$ cat src/rtl/ariane_pkg.sv
// ariane_pkg: shared decode/issue types and the default issue queue depth
package ariane_pkg;
  localparam int unsigned IssueQueueDepth = 4;
  typedef enum logic [3:0] {
    NONE, LOAD, STORE, ALU, CTRL_FLOW, MULT, CSR, FPU, FPU_VEC, CVXIF
  } fu_t;
  typedef struct packed {
    logic [31:0] pc;
    logic [2:0]  trans_id;
    fu_t         fu;
    logic [6:0]  op;
    logic [4:0]  rs1;
    logic [4:0]  rs2;
    logic [4:0]  rd;
    logic [31:0] result;
    logic        valid;
    logic        use_imm;
    logic        ex_valid;
  } scoreboard_entry_t;
endpackage

$ cat src/rtl/issue_queue.sv
// issue_queue: circular decode buffer with head/peek outputs and a resident control-flow cap
module issue_queue
  import ariane_pkg::*;
#(
  parameter int unsigned DEPTH    = IssueQueueDepth,
  parameter int unsigned CF_LIMIT = 1
) (
  input  logic                     clk_i,
  input  logic                     rst_i,
  input  logic                     flush_i,
  input  scoreboard_entry_t        decoded_entry_i,
  input  logic                     decoded_valid_i,
  input  logic                     decoded_is_ctrl_flow_i,
  output logic                     decoded_ack_o,
  output scoreboard_entry_t        issue_entry_o,
  output logic                     issue_entry_valid_o,
  output logic                     is_ctrl_flow_o,
  input  logic                     issue_instr_ack_i,
  output scoreboard_entry_t        peek_entry_o,
  output logic                     peek_valid_o,
  output logic [$clog2(DEPTH):0]   count_o
);
  localparam int PW = $clog2(DEPTH);
  localparam int CW = PW + 1;
  scoreboard_entry_t r_mem [DEPTH];
  logic [DEPTH-1:0]  r_cf;
  logic [PW-1:0]     r_rd, r_wr;
  logic [CW-1:0]     r_cnt, r_cf_cnt;
  logic [PW-1:0]     w_rd1;
  logic              w_push, w_pop, w_cf_push, w_cf_pop;
  // accept depends only on resident state, never on the same-cycle pop
  assign w_push = decoded_valid_i & ~flush_i & (r_cnt < CW'(DEPTH))
                & ~(decoded_is_ctrl_flow_i & (r_cf_cnt == CW'(CF_LIMIT)));
  assign w_pop     = issue_instr_ack_i & issue_entry_valid_o;
  assign w_cf_push = w_push & decoded_is_ctrl_flow_i;
  assign w_cf_pop  = w_pop & r_cf[r_rd];
  assign w_rd1     = r_rd + PW'(1);
  assign decoded_ack_o       = w_push;
  assign issue_entry_valid_o = (r_cnt != '0) & ~flush_i;
  assign peek_valid_o        = (r_cnt >= CW'(2)) & ~flush_i;
  assign issue_entry_o       = r_mem[r_rd];
  assign is_ctrl_flow_o      = r_cf[r_rd];
  assign peek_entry_o        = r_mem[w_rd1];
  assign count_o             = r_cnt;
  always_ff @(posedge clk_i) begin
    if (rst_i) begin
      r_rd     <= '0;
      r_wr     <= '0;
      r_cnt    <= '0;
      r_cf_cnt <= '0;
      r_cf     <= '0;
      for (int i = 0; i < int'(DEPTH); i++) r_mem[i] <= '0;
    end else if (flush_i) begin
      r_rd     <= '0;
      r_wr     <= '0;
      r_cnt    <= '0;
      r_cf_cnt <= '0;
    end else begin
      if (w_push) begin
        r_mem[r_wr] <= decoded_entry_i;
        r_cf[r_wr]  <= decoded_is_ctrl_flow_i;
        r_wr        <= r_wr + PW'(1);
      end
      if (w_pop) r_rd <= w_rd1;
      r_cnt    <= r_cnt + CW'(w_push) - CW'(w_pop);
      r_cf_cnt <= r_cf_cnt + CW'(w_cf_push) - CW'(w_cf_pop);
    end
  end
endmodule
$ cat config.mk
export PLATFORM = sky130hd
export DESIGN_NAME = issue_queue
export DESIGN_NICKNAME = d
export VERILOG_FILES = /design/src/rtl/ariane_pkg.sv /design/src/rtl/issue_queue.sv
export SDC_FILE = /design/constraint.sdc
export NUM_CORES = 1
export LEC_CHECK = 0
export ABC_AREA = 1
export ABC_CLOCK_PERIOD_IN_PS = 13100
export CORE_ASPECT_RATIO = 1.2
export CORE_MARGIN = 2
export CORE_UTILIZATION = 45
export DETAILED_ROUTE_END_ITERATION = 10
export PLACE_DENSITY = 0.66
export REMOVE_ABC_BUFFERS = 1
export SYNTH_ARGS = -nofsm -noshare
export SYNTH_HDL_FRONTEND = slang
export SYNTH_SLANG_ARGS = --single-unit
export TNS_END_PERCENT = 1
$ cat constraint.sdc
create_clock -name clk_i -period 13.1 [get_ports clk_i]
set_input_delay 3.93 -clock clk_i [delete_from_list [all_inputs] [get_ports clk_i]]
set_output_delay 3.93 -clock clk_i [all_outputs]
set_load 0.02 [all_outputs]
# --- After elaboration in Yosys (flattened, before gate mapping) ---
# Memories as Yosys holds them, arrays and structs flattened. A register that Yosys moved wholly into a read port is not among the register bits.
# Cells that the tools add are included.
word_totals:
  reg_bits: 14
  mem_bits_rw: 384
  in_bits: 102
  output_inout_bits: 199
  elab_cells: 50
  memories: 1
op_classes:
  add_sub_neg: 6
  magnitude_cmp: 5
  eq_ne: 1
  muxes: 16
  bitwise: 11
  n_reduce_logical: 5
mem_list:
  columns: ["memory", "depth", "word_bits", "read_ports", "rd_clocked_by_memory_dff", "write_ports", "line_no", "text"]
  rows:
  - ["r_mem", 4, 96, 2, 1, 4, "issue_queue.sv:25", "scoreboard_entry_t r_mem [DEPTH];"]
op_table:
  columns: ["operator", "n"]
  rows:
  - ["$mux W96", 1]
  - ["$reduce_or A96 Y1", 1]
  - ["$and A1 B1 Y1", 9]
  - ["$mux W1", 9]
  - ["$add A3 B1 Y3", 2]
  - ["$lt A2 B3 Y1 const B", 2]
  - ["$mux W2", 3]
  - ["$sub A3 B1 Y3", 2]
  - ["$add A2 B1 Y2 const B", 2]
  - ["$bwmux W4", 1]
  - ["$eq A3 B1 Y1 const B", 1]
  - ["$ge A3 B2 Y1 const B", 1]
  - ["$lt A3 B3 Y1 const B", 1]
  - ["$reduce_bool A3 Y1", 1]
  - ["$bmux W1 S2", 1]
  - ["$demux W1 S2", 1]
  - ["$ge A2 B1 Y1 const B", 1]
  - ["$not A1 Y1", 2]
  - ["$reduce_and A2 Y1", 1]
  - ["$reduce_or A2 Y1", 1]
  - ["$logic_and A1 B1 Y1", 1]

# --- Depth between registers and ports, before layout ---
depth:
  depth_word: 10
  ltp_mapped: 15
  depth_no_buf: 13

# --- Worst setup path after synthesis ---
# OpenSTA, ideal clock, no wires.
synth_path:
  path_kind: "in2reg"
  from: "in flush_i"
  to: "mem r_mem[2][0] (netlist name) (enable)"
  setup_time_ns: 0.683
  arrival_ns: 11.209
  t_required_ns: 12.417
  setup_slack_ns: 1.208
  cell_stages: 5
  path_buffers: 0
  cell_sequence: "inv_2 -> nand2_1 -> nor2_1 -> nand2_1 -> o21ai_0"
synth_rtl:
  columns: ["item", "line_no", "text"]
  rows:
  - ["start, declared", "issue_queue.sv:10", "input logic flush_i,"]
  - ["end, declared", "issue_queue.sv:25", null]

# --- Final worst setup path ---
layout_path:
  from: "in flush_i"
  to: "out decoded_ack_o"
layout_between:
  elab_chain_len: 4
layout_lines:
  columns: ["item", "line_no", "text"]
  rows:
  - ["$not A1 Y1", "issue_queue.sv:32", "assign w_push = decoded_valid_i & ~flush_i & (r_cnt < CW'(DEPTH))"]
  - ["$and A1 B1 Y1 (2 in a row)", "issue_queue.sv:32", null]
  - ["$and A1 B1 Y1", "issue_queue.sv:33", "& ~(decoded_is_ctrl_flow_i & (r_cf_cnt == CW'(CF_LIMIT)));"]
  - ["end, declared", "issue_queue.sv:14", "output logic decoded_ack_o,"]
# No other way between the ends.

==> flow_summary.ini <==
[clocking]
h-tree-depth = 2
cts_root_buf = clkbuf_16
worstSkewPairLatency_ns = 0.55
postCtsSetupRepairBufs = 0
numCtsBuffers = 41
clk_path_buf_depth = 3
ctsResizeCount = 0
hold_buffers = 0
cts.clk_slew.worst_paths_ns = 0.06
cts_sinks = 400
cts_tree = done

[sta]
slew_headroom_pct = 24.4
period_minus_slack_ns = 9.40
worst_pin_slew_ns = 1.13
finClkSkew_ns = 0.0149
setup_tns_ns = 0
timing.final.max_slew_violations = 0
setup_violations = 0
max_freq_mhz = 106
final_hold_viol_count = 0
rsz0062_at_grt = no
min_period_over_period_pct = 71.7

[critical_path]
crit_type = input pin to output pin
path_buf_inv = 3
start_kind = input pin
arrival_ns = 5.47
cp_top_family = buffers and inverters
cp_slowest_stage_delay_ns = 0.64
cpMaxStageDelayCell = clkdlybuf4s50_1
endpoint_kind = output pin
path_max_fanout = 9
cp_cell_sequence = clkdlybuf4s50_1 > inv_2 > nand3_4 > nor2_8 > clkdlybuf4s50_1
crit_top_cell = clkdlybuf4s50_1
cp.required_ns = 9.17

[power_and_ir_drop]
power.leakage_nw = 9.46
powerDensity_mw_per_mm2 = 119
vdd_drop_max_uv = 88.6
total_power_mw = 3.01

[drt]
wl_mm = 65.0
vias = 17500
viasPerCell = 5.88
ant_nets = 0
post_drt_wl_per_cell_um = 21.8
drtPass1Iterations = 5
initialDrtViolationCount = 1418
drc = 0

[die]
io_pins = 301
die_h_um = 240
die-area_mm2 = 0.0480
start_util_pct = 45.4
rows = 86
core_mm2 = 0.0458
die_w_um = 200

[min_path]
hp-class = register to register

[logic_synthesis]
yosysSeqAreaShare_pct = 56.9
synthFlopType = edfxtp_1
synth_seq_cells = 400
synth_top_area_share_pct = 55.4
synth_edf_count = 384
syn_area_mm2 = 0.0208
async_flop_share_pct = 0
yosysUniqueCellTypes = 30
yosys-top-cells-area = edfxtp_1 55%, nor2_1 9.1%, nand3_1 7.1%
avgSynthCellArea_um2 = 9.69
yosys_warnings = 0
synth_top_cell_by_area = edfxtp_1
synthCells = 2148

[placement]
io_buffers = 300
gp_congestion = 0.794
hpwl_mm = 35.1

[global_routing]
antenna_found_initial = 5
grt-ovfl-total = 0
grt_pass1_wl_mm = 96.6
grt_pass1_vias = 17439
grt_max_degree = 118
track_usage_pct = 26.1

[flow_run]
maxCapViolations = 0

[layout]
area_growth_pct = 21.7
fillCellCount = 3993
drive_above_1_share_pct = 10.8
nets = 2442

[status]
status = completed
-- through the flow --
step / worst slack, ns / util [%] / std cells / hold slack, ns / area (um2)
floorplan: 1.21 / - / 1961 / 0.489 / 19900
global placement: 3.72 / 52.4 / 2902 / 0.507 / 24000
detailed placement: 3.71 / 52.4 / 2902 / 0.509 / 24000
CTS: 3.70 / 55.2 / 2974 / 0.520 / 25300
global route: 3.63 / 55.3 / 2976 / 0.555 / 25300
finish: 3.70 / 55.3 / 2977 / 0.521 / 25300
-- flip-flops by register name (all words and copies together) (netlist names), named ones only --
| name | cells |
|---|---|
| r_rd | 2 |
| r_cf_cnt | 3 |
| r_mem | 384 |
| r_cf | 4 |
| count_o | 3 |
| r_wr | 2 |
-- tightest hold or removal path, cell delays in order, from the launching register on --
cell	delay, ns
dfxtp_1	0.31
inv_1	0.05
nand2_1	0.05
nand2_1	0.05
nor2_1	0.03
-- routing by layer --
layer,wire [um],GRT usage [%],up-vias
li1,-,-,7931
met4,2130,11.6,4
met1,24800,31.7,8552
met5,25,0,-
met3,5550,4.79,150
met2,32500,45.4,863
-- Yosys cell counts (4+ instances only) --
cell type and count:
nand2_1 29, or2_0 39, dfxtp_1 16, nand4_1 4, o22ai_1 96, buf_2 36
edfxtp_1 384, or2_2 57, nor3_2 90, ha_1 9, buf_4 5, inv_2 7
buf_6 15, o211ai_1 96, o21ai_0 197, nand3_1 294, nor2_1 503, nor3_1 7
clkbuf_1 128, inv_1 121
-- placed cells by master, fill, tap and decap left out, types with 25 or more instances in the layout --
cell             synthesis  routed
clkdlybuf4s50_1          0     300
o211ai_1                96      96
buf_4                    5      25
nand3_1                294     294
clkbuf_16                0      46
inv_1                  121     119
nor3_2                  90      90
nor2_1                 503     503
nand2_1                 29      26
o22ai_1                 96      96
or2_2                   57      57
edfxtp_1               384     384
or2_0                   39      39
o21ai_0                197     195
-- path summary, 6_finish.rpt --
path / startpoint / endpoint / slack (ns) / cells after the start
min: r_cf[1]$_SDFFE_PP0P_ / r_cf[1]$_SDFFE_PP0P_ / 0.52 / 4
min reg2reg: r_cf[1]$_SDFFE_PP0P_ / r_cf[1]$_SDFFE_PP0P_ / 0.52 / 4
max reg2reg: r_rd[1]$_SDFFE_PP0P_ / r_cf_cnt[2]$_SDFF_PP0_ / 9.71 / 12
max: flush_i / decoded_ack_o / 3.70 / 5
-- area by class of cell --
| type | count | area (um2) | area share, % |
|---|---|---|---|
| clock inverter | 18 | 123 | 0.484 |
| timing repair buffer | 325 | 3190 | 12.6 |
| clock buffer | 54 | 1200 | 4.74 |
| multi-input combinational | 1433 | 7670 | 30.3 |
| sequential | 400 | 11900 | 46.8 |
| inverter | 128 | 499 | 1.97 |
| antenna | 3 | 7.51 | 0.0296 |
| tap | 616 | 771 | 3.04 |
-- power by group --
group          leakage [nW]  switching (mW)  internal, mW
logic                  4.72           0.224         0.144
registers              4.10          0.0322          1.46
clock network         0.636           0.480         0.665
-- cells by family (layout without fill, tap and decap cells) --
logic type / Yosys count / count (layout) / synth area share (%)
and+or+nand+nor: 1028 / 1028 / 24.5
DFF: 400 / 400 / 56.9
AOI/OAI and AO/OA: 392 / 392 / 11.2
buffers and inverters: 315 / 525 / 6.53
adders and majority gates: 11 / 11 / 0.733
xor gates and xnor gates: 2 / 2 / 0.120
other: 0 / 3 / 0
No activity file was read; power rests on OpenSTA's default activity.
